--- src/rtl/decoder_rr_arbiter_if.sv ---
// Requester/arbiter bundle for the round-robin decoder arbiter.
// The requester side drives req/done; the arbiter drives the registered grant outputs.
interface decoder_rr_arbiter_if #(
    parameter int unsigned IDX_W = 4
);
    localparam int unsigned NUM_REQ = 1 << IDX_W;

    logic [NUM_REQ-1:0] req;
    logic               done;
    logic               grant_valid;
    logic [IDX_W-1:0]   grant_idx;
    logic [NUM_REQ-1:0] grant_onehot;
    logic               timeout;

    modport master (
        output req,
        output done,
        input  grant_valid,
        input  grant_idx,
        input  grant_onehot,
        input  timeout
    );

    modport slave (
        input  req,
        input  done,
        output grant_valid,
        output grant_idx,
        output grant_onehot,
        output timeout
    );
endinterface

--- src/rtl/decoder_rr_arbiter.sv ---
// Round-robin arbiter sharing one one-hot select resource among 2**IDX_W requesters.
// Grants are held until done, request withdrawal, or the hold limit; all outputs registered.
module decoder_rr_arbiter #(
    parameter int unsigned IDX_W    = 4,
    parameter int unsigned MAX_HOLD = 8
) (
    input  logic                  clk,
    input  logic                  reset,
    decoder_rr_arbiter_if.slave   bus
);
    localparam int unsigned NUM_REQ   = 1 << IDX_W;
    localparam int unsigned CNT_W     = (MAX_HOLD > 0) ? $clog2(MAX_HOLD + 1) : 1;
    localparam int unsigned HOLD_LAST = (MAX_HOLD > 0) ? MAX_HOLD - 1 : 0;

    typedef enum logic {
        IDLE = 1'b0,
        BUSY = 1'b1
    } state_e;

    state_e             state_q, state_d;
    logic [IDX_W-1:0]   ptr_q, ptr_d;
    logic [CNT_W-1:0]   hold_cnt_q, hold_cnt_d;
    logic               grant_valid_q, grant_valid_d;
    logic [IDX_W-1:0]   grant_idx_q, grant_idx_d;
    logic [NUM_REQ-1:0] grant_onehot_q, grant_onehot_d;
    logic               timeout_q, timeout_d;

    logic               found_c;
    logic [IDX_W-1:0]   sel_c;
    logic [IDX_W-1:0]   cand_c;
    logic               owner_req_c;
    logic               limit_c;
    logic               release_c;

    // Rotating priority search starting at ptr; index arithmetic wraps naturally.
    always_comb begin
        found_c = 1'b0;
        sel_c   = '0;
        cand_c  = '0;
        for (int unsigned i = 0; i < NUM_REQ; i++) begin
            cand_c = ptr_q + IDX_W'(i);
            if (!found_c && bus.req[cand_c]) begin
                found_c = 1'b1;
                sel_c   = cand_c;
            end
        end
    end

    always_comb begin
        owner_req_c = bus.req[grant_idx_q];
        limit_c     = (MAX_HOLD != 0) && (hold_cnt_q == CNT_W'(HOLD_LAST));
        release_c   = bus.done || !owner_req_c || limit_c;
    end

    // Next-state and registered-output logic.
    always_comb begin
        state_d        = state_q;
        ptr_d          = ptr_q;
        hold_cnt_d     = hold_cnt_q;
        grant_valid_d  = grant_valid_q;
        grant_idx_d    = grant_idx_q;
        grant_onehot_d = grant_onehot_q;
        timeout_d      = 1'b0;

        case (state_q)
            IDLE: begin
                if (found_c) begin
                    grant_valid_d  = 1'b1;
                    grant_idx_d    = sel_c;
                    grant_onehot_d = NUM_REQ'(1) << sel_c;
                    hold_cnt_d     = '0;
                    state_d        = BUSY;
                end
            end
            BUSY: begin
                if (hold_cnt_q != '1) begin
                    hold_cnt_d = hold_cnt_q + CNT_W'(1);
                end
                if (release_c) begin
                    grant_valid_d  = 1'b0;
                    grant_onehot_d = '0;
                    ptr_d          = grant_idx_q + IDX_W'(1);
                    state_d        = IDLE;
                    // Timeout only when the hold limit is the sole release cause.
                    timeout_d      = limit_c && !bus.done && owner_req_c;
                end
            end
            default: begin
                state_d = IDLE;
            end
        endcase
    end

    always_ff @(posedge clk) begin
        if (reset) begin
            state_q        <= IDLE;
            ptr_q          <= '0;
            hold_cnt_q     <= '0;
            grant_valid_q  <= 1'b0;
            grant_idx_q    <= '0;
            grant_onehot_q <= '0;
            timeout_q      <= 1'b0;
        end else begin
            state_q        <= state_d;
            ptr_q          <= ptr_d;
            hold_cnt_q     <= hold_cnt_d;
            grant_valid_q  <= grant_valid_d;
            grant_idx_q    <= grant_idx_d;
            grant_onehot_q <= grant_onehot_d;
            timeout_q      <= timeout_d;
        end
    end

    assign bus.grant_valid  = grant_valid_q;
    assign bus.grant_idx    = grant_idx_q;
    assign bus.grant_onehot = grant_onehot_q;
    assign bus.timeout      = timeout_q;
endmodule
--- src/flat_wrapper.sv ---
// flat-port wrapper written by rule: the top's interface ports become plain ports
module decoder_rr_arbiter_flat 
#(
    parameter int unsigned IDX_W    = 4,
    parameter int unsigned MAX_HOLD = 8
)
  (clk, reset, bus_req, bus_done, bus_grant_valid, bus_grant_idx, bus_grant_onehot, bus_timeout);
  decoder_rr_arbiter_if #(.IDX_W(IDX_W)) bus_i ();
  input  logic clk;
  input  logic reset;
  input wire logic [$bits(bus_i.req)-1:0] bus_req;
  input wire logic [$bits(bus_i.done)-1:0] bus_done;
  output wire logic [$bits(bus_i.grant_valid)-1:0] bus_grant_valid;
  output wire logic [$bits(bus_i.grant_idx)-1:0] bus_grant_idx;
  output wire logic [$bits(bus_i.grant_onehot)-1:0] bus_grant_onehot;
  output wire logic [$bits(bus_i.timeout)-1:0] bus_timeout;
  assign bus_i.req = bus_req;
  assign bus_i.done = bus_done;
  assign bus_grant_valid = bus_i.grant_valid;
  assign bus_grant_idx = bus_i.grant_idx;
  assign bus_grant_onehot = bus_i.grant_onehot;
  assign bus_timeout = bus_i.timeout;
  decoder_rr_arbiter #(.IDX_W(IDX_W), .MAX_HOLD(MAX_HOLD)) u_core (.clk(clk), .reset(reset), .bus(bus_i));
endmodule
--- config.mk ---
export PLATFORM = sky130hd
export DESIGN_NAME = decoder_rr_arbiter_flat
export DESIGN_NICKNAME = d
export VERILOG_FILES = /design/src/rtl/decoder_rr_arbiter_if.sv /design/src/rtl/decoder_rr_arbiter.sv /design/src/flat_wrapper.sv
export SDC_FILE = /design/constraint.sdc
export NUM_CORES = 1
export LEC_CHECK = 0
export ABC_AREA = 1
export CORE_UTILIZATION = 50
export CTS_CLUSTER_DIAMETER = 150
export CTS_CLUSTER_SIZE = 25
export DETAILED_ROUTE_END_ITERATION = 16
export PLACE_DENSITY = 0.85
export SYNTH_ARGS = -nofsm -noshare
export SYNTH_HDL_FRONTEND = slang
export SYNTH_SLANG_ARGS = --single-unit
--- constraint.sdc ---
create_clock -name clk -period 4.3 [get_ports clk]
set_input_delay 0.86 -clock clk [delete_from_list [all_inputs] [get_ports clk]]
set_output_delay 0.86 -clock clk [all_outputs]
set_load 0.03 [all_outputs]
==> reports/metrics.yaml, run 1 <==
critical_path:
  crit_fanout: 20
  crit_required_ns: 4.44
  cp.arrival_ns: 4.06
  setup.worst_path.start_class: "flip-flop"
  r2r_cells: 22
  r2r_end: "u_core.bus.grant_onehot[1]$_SDFFE_PP0P_"
  crit_path_start: "u_core.ptr_q[0]$_SDFFE_PP0P_"
  worstSetupEndpointType: "flip-flop"
  critPathKind: "flip-flop to flip-flop"
  r2r_setup_slack_ns: 0.39
  critPathCapture: "u_core.bus.grant_onehot[1]$_SDFFE_PP0P_"
  worstReg2RegStart: "u_core.ptr_q[0]$_SDFFE_PP0P_"
drt:
  wl_per_cell_um: 14.7
  ant_nets: 0
  drtIter0Drc: 239
  vias: 4062
  routed_wl_um: 10300
  dr.pass1.iters: 5
  drt-vias-per-instance: 5.79
  drcViolationCount: 0
logic_synthesis:
  synth_area_um2: 3350
  ys_types: 38
  syn-num-nets: 610
  yosys_warnings: 0
  synth_ff_type: "dfxtp_1"
  synthArstFlopShare_pct: 0
  ys_seq_area_share_pct: 18.5
  ys_ff_latch: 31
  synth_edf_count: 0
  synth_cells: 582
  avgSynthCellArea_um2: 5.76
sta:
  setup_tns_ns: 0
  relSlewSlack_pct: 38.8
  skew_ns: 0.00916
  fmax_mhz: 255
  maxSlewViolCount: 0
  fin_crit_ns: 3.91
  worstMarginPinSlew_ns: 0.918
  rsz0062_at_grt: "false"
  setup_slack_ns: 0.385
  hold_violations: 0
  whs_ns: 0.462
  finalSetupViolations: 0
  period_share_pct: 91.0
cts:
  clockBufferDepth: 2
  cts_root_buf: "clkbuf_8"
  post_cts_resized: 0
  ctsHtreeMaxLevel: 2
  clk_latency_ns: 0.29
  clkSlewWorstSetupHoldPaths_ns: 0.07
  cts_setup_buffers: 0
  cts_inserted_buffers: 5
  cts_tree: "built"
  clock-sinks: 31
  postCtsHoldBufs: 0
placed_design:
  numPortBuffers: 40
  post-dp-hpwl_um: 8190
  gp_congestion: 0.994
  pre_cts_ws_ns: 0.235
pwr:
  powerDensity_nw_per_um2: 866
  max-vdd-ir-drop_mv: 0.424
  p_leak_nw: 1.88
die:
  start_util_pct: 52.2
  dieArea_um2: 7040
  rows: 29
  die_w_um: 83.9
  fp.coreArea_um2: 6420
  die_h_um: 83.9
  pin_count: 41
final_layout:
  syn_to_final_growth_pct: 18.0
  drive_gt1_share_pct: 7.20
  nNetsFinal: 652
  diodes: 0
  n_fill_cell: 598
hold_path:
  hold_class: "flip-flop to flip-flop"
global_route:
  grt_pass1_vias: 3736
  gr-usage-all-layers_pct: 29.9
  use_met1_pct: 38.1
  antenna_found_initial: 0
  grtUsageMet2_pct: 48.8
  grt_max_degree: 24
  gr-total-overflow: 0
  grt_use_met3_pct: 6.33
  grt_first_pass_wirelength_um: 17000
  busiest_layer: "met2"
status:
  outcome: "completed"
flow_run:
  maxCapViolations: 0
stage by stage:
step / cell area [um2] / power, mW / instances / utilization, %
2_1_floorplan: 3350 / 2.40 / 582 / -
3_3_place_gp: 3830 / 3.01 / 694 / 59.7
3_5_place_dp: 3830 / 3.05 / 694 / 59.7
4_1_cts: 3950 / 3.37 / 702 / 61.5
5_1_grt: 3960 / 3.75 / 702 / 61.6
6_report: 3960 / 3.42 / 702 / 61.6
per-layer routing:
metal / wire, um / vias to the layer above
met5: 0 / -
met4: 248 / 0
met3: 887 / 23
met2: 4790 / 189
met1: 4360 / 1837
li1: - / 2013
kinds of logic (layout without fill, tap and decap cells):
family / count (synthesis) / after routing / share of synthesized area (%)
AND/OR/NAND/NOR: 385 / 385 / 54.3
buffers and inverters: 83 / 126 / 10.5
AO/OA/AOI/OAI: 62 / 62 / 10.2
flip-flops: 31 / 31 / 18.5
XOR/XNOR: 12 / 12 / 3.14
adder cells (fa/ha/maj): 9 / 9 / 3.36
sequential cells by signal (all words and copies together) (netlist names):
register / cells
u_core.bus.grant_idx: 4
u_core.bus.grant_valid: 1
u_core.state_q: 1
u_core.bus.grant_onehot: 16
u_core.hold_cnt_q: 4
u_core.bus.timeout: 1
u_core.ptr_q: 4
power breakdown:
| group | internal [mW] | leakage [nW] | switching, mW | total [mW] |
|---|---|---|---|---|
| Combinational | 0.826 | 1.57 | 1.86 | 2.68 |
| Sequential | 0.357 | 0.253 | 0.0827 | 0.440 |
| Clock | 0.187 | 0.0612 | 0.113 | 0.300 |
worst max-delay path, cell delays in order (launching register included):
cell and delay [ns]:
dfxtp_1 0.44, inv_2 0.20, ha_1 0.38, clkinvlp_4 0.22, nand3_1 0.15, nand3_1 0.14
nand2_1 0.09, nand2_2 0.10, nand2_4 0.10, nor2_8 0.15, nand4_4 0.12, nor2_4 0.19
nand4_4 0.14, nor2_4 0.14, nand3_4 0.11, nor3_4 0.18, nand2_1 0.12, o21ai_1 0.16
inv_1 0.09, nand3_4 0.14, nand2_2 0.16, nand3_1 0.12, a21oi_1 0.09
area by class of cell:
type | instances | area (um2) | share of cell area, %
Inverter | 66 | 251 | 6.36
Sequential cell | 31 | 621 | 15.7
Timing Repair Buffer | 52 | 490 | 12.4
Clock inverter | 2 | 35.0 | 0.886
Tap cell | 77 | 96.3 | 2.44
Multi-Input combinational cell | 468 | 2380 | 60.1
Clock buffer | 6 | 82.6 | 2.09
worst min-delay path by stage:
stage / from / end / slack (ns) / depth (start not counted)
finish: u_core.hold_cnt_q[3]$_SDFFE_PP0P_ / u_core.hold_cnt_q[3]$_SDFFE_PP0P_ / 0.46 / 2
global placement: u_core.hold_cnt_q[3]$_SDFFE_PP0P_ / u_core.hold_cnt_q[3]$_SDFFE_PP0P_ / 0.45 / 2
global route: u_core.bus.grant_onehot[2]$_SDFFE_PP0P_ / u_core.bus.grant_onehot[2]$_SDFFE_PP0P_ / 0.49 / 2
floorplan: u_core.hold_cnt_q[3]$_SDFFE_PP0P_ / u_core.hold_cnt_q[3]$_SDFFE_PP0P_ / 0.44 / 2
detailed placement: u_core.hold_cnt_q[3]$_SDFFE_PP0P_ / u_core.hold_cnt_q[3]$_SDFFE_PP0P_ / 0.45 / 2
CTS: u_core.hold_cnt_q[3]$_SDFFE_PP0P_ / u_core.hold_cnt_q[3]$_SDFFE_PP0P_ / 0.46 / 2
cells in the mapped netlist (3+ instances only):
master    number  area share, %
a21oi_1       28            4.2
buf_2          6           0.90
buf_4          3           0.67
buf_6          3            1.0
clkbuf_1       5           0.56
dfxtp_1       31             19
ha_1           9            3.4
inv_1         61            6.8
inv_2          3           0.34
nand2_1      177             20
nand2_2        5           0.93
nand3_1      118             18
nand4_1       16            3.0
nor2_1        47            5.3
nor2_4         3            1.0
nor3_1         3           0.45
o21ai_0       21            3.1
o21ai_1        3           0.45
o221ai_1       4            1.0
xnor2_1        4            1.0
xor2_1         8            2.1
placed cells by master, fill, tap and decap left out, types with 2 or more instances in the layout:
master and count:
nand2_1 177, nand3_1 118, inv_1 60, nor2_1 47, clkdlybuf4s50_1 40, dfxtp_1 31, a21oi_1 28, o21ai_0 21
nand4_1 16, buf_4 12, ha_1 9, xor2_1 8, clkbuf_8 6, nand2_2 5, xnor2_1 4, o221ai_1 4
inv_2 3, o21ai_1 3, nor2_4 3, nor3_1 3, clkinv_1 2, o21a_1 2, nand2_4 2, nor2_8 2
nand4_4 2, nand3_4 2, nor4_1 2
Power figures use the tool's default switching activity.
==> inputs of run 2 (changes only) <==
Settings changed: PLACE_DENSITY 0.85 to 0.81.
==> reports/metrics.yaml, run 2 (same netlist as run 1, synthesis figures left out) <==
status:
  outcome: "completed"
sta:
  worstMarginPinSlew_ns: 0.938
  finalSetupViolations: 0
  maxSlewViolCount: 0
  fin_crit_ns: 3.88
  rsz0062_at_grt: "false"
  period_share_pct: 90.3
  relSlewSlack_pct: 37.5
  hold_violations: 0
  setup_tns_ns: 0
  fmax_mhz: 258
  skew_ns: 0.00661
die:
  pin_count: 41
  die_h_um: 83.9
  die_w_um: 83.9
  fp.coreArea_um2: 6420
  dieArea_um2: 7040
  rows: 29
  start_util_pct: 52.2
cts:
  clk_latency_ns: 0.28
  clock-sinks: 31
  ctsHtreeMaxLevel: 2
  cts_root_buf: "clkbuf_8"
  clkSlewWorstSetupHoldPaths_ns: 0.07
  cts_tree: "built"
  cts_inserted_buffers: 5
  clockBufferDepth: 2
  cts_setup_buffers: 0
  post_cts_resized: 0
  postCtsHoldBufs: 0
critical_path:
  crit_fanout: 9
  crit_required_ns: 4.43
  cp.arrival_ns: 4.01
  crit_top_cell: "nand2_1"
  critPathMaxStageDelay_ns: 0.49
  cp_slowest_cell: "clkdlybuf4s50_1"
  worstSetupEndpointType: "flip-flop"
  critPathKind: "input port to flip-flop"
  cp_cell_sequence: "clkdlybuf4s50_1 > nand2_1 > nand3_1 > nand3_1 > nand2_1 > nand2_1 > nand2_4 > nor2_8 > nand4_4 > nor2_4 > nand4_4 > nor2_4 > nand3_4 > nor3_4 > nand2_1 > o21ai_1 > inv_1 > nand3_4 > nand2_2 > nand3_1 > a21oi_1"
  setup.worst_path.start_class: "input port"
drt:
  vias: 4025
  dr.pass1.iters: 5
  ant_nets: 0
  drt-vias-per-instance: 5.73
  routed_wl_um: 10300
  drtIter0Drc: 346
  wl_per_cell_um: 14.6
  drcViolationCount: 0
placed_design:
  gp_congestion: 0.974
  post-dp-hpwl_um: 8100
  numPortBuffers: 40
  post_dp_cell_area_um2: 3840
final_layout:
  final_cell_area_um2: 3920
  drive_gt1_share_pct: 6.87
  final_common_cell: "nand2_1"
  nNetsFinal: 653
  final_core_util_pct: 61.1
  layout_common_cells: "177 x nand2_1, 118 x nand3_1, 61 x inv_1, 47 x nor2_1, 40 x clkdlybuf4s50_1"
  diodes: 0
  n_fill_cell: 616
  largest_register_ffs: 16
  syn_to_final_growth_pct: 17.0
pwr:
  max-vdd-ir-drop_mv: 0.480
  p_leak_nw: 1.87
  powerDensity_nw_per_um2: 851
global_route:
  busiest_layer: "met2"
  grtUsageMet2_pct: 48.7
  grt_max_degree: 25
  antenna_found_initial: 0
  gr-total-overflow: 0
  gr-usage-all-layers_pct: 29.8
  grt_use_met3_pct: 5.84
  grt_first_pass_wirelength_um: 17000
  grt_pass1_vias: 3648
  use_met1_pct: 39.3
flow_run:
  maxCapViolations: 0
hold_path:
  hold_class: "flip-flop to flip-flop"
[run 2: cell count changes in the layout (fill, tap and decap cells not counted), sizes merged]
cell | previous run | this run
clkinvlp | 1 | 0
clkbuf | 6 | 7
bufinv | 1 | 0
inv | 63 | 64
buf | 12 | 13
[run 2: path summary, 6_finish.rpt]
kind	start	slack [ns]	cells past startpoint	end
worst max register to register	u_core.ptr_q[2]$_SDFFE_PP0P_	0.53	21	u_core.bus.grant_onehot[4]$_SDFFE_PP0P_
worst min register to register	u_core.bus.grant_onehot[2]$_SDFFE_PP0P_	0.47	2	u_core.bus.grant_onehot[2]$_SDFFE_PP0P_
worst max-delay path	bus_req[5]	0.42	21	u_core.bus.grant_onehot[4]$_SDFFE_PP0P_
worst min-delay path	u_core.bus.grant_onehot[2]$_SDFFE_PP0P_	0.47	2	u_core.bus.grant_onehot[2]$_SDFFE_PP0P_
[run 2: worst max-delay path, delay by kind of cell]
family / cells / cell delay (ns)
AOI/OAI and AO/OA: 2 / 0.24
buffers and inverters: 2 / 0.57
and+or+nand+nor: 17 / 2.31
[run 2: layout make-up]
type	instances	area, um2	area share [%]
multi-input combinational	468	2380	60.6
sequential	31	621	15.8
timing repair buffer	53	498	12.7
inverter	66	248	6.32
tap	77	96.3	2.46
clock buffer	7	76.3	1.95
clock inverter	1	5.00	0.128
[run 2: power breakdown]
| group | switching [mW] | internal, mW |
|---|---|---|
| combinational | 1.86 | 0.829 |
| clock | 0.105 | 0.113 |
| sequential | 0.0715 | 0.357 |
[run 2: routing by layer]
layer / up-vias / wire length (um)
li1: 2011 / -
met1: 1811 / 4560
met2: 176 / 4600
met3: 27 / 842
met4: 0 / 258
met5: - / 0
[run 2: per-stage QoR]
stage	hold slack [ns]	power [mW]	worst slack (ns)	std cells
after global placement	0.448	3.04	0.266	695
after detailed placement	0.460	3.07	0.187	695
after floorplan	0.439	2.40	0.864	582
after global routing	0.488	3.66	0.100	703
final	0.468	3.34	0.418	703
after CTS	0.469	3.30	0.481	703
==> inputs of run 3 (changes only) <==
Settings changed: CTS_CLUSTER_DIAMETER 150 to not set.
==> results of run 3 <==
The final DEF is identical to that of run 2; final timing and power are the same.
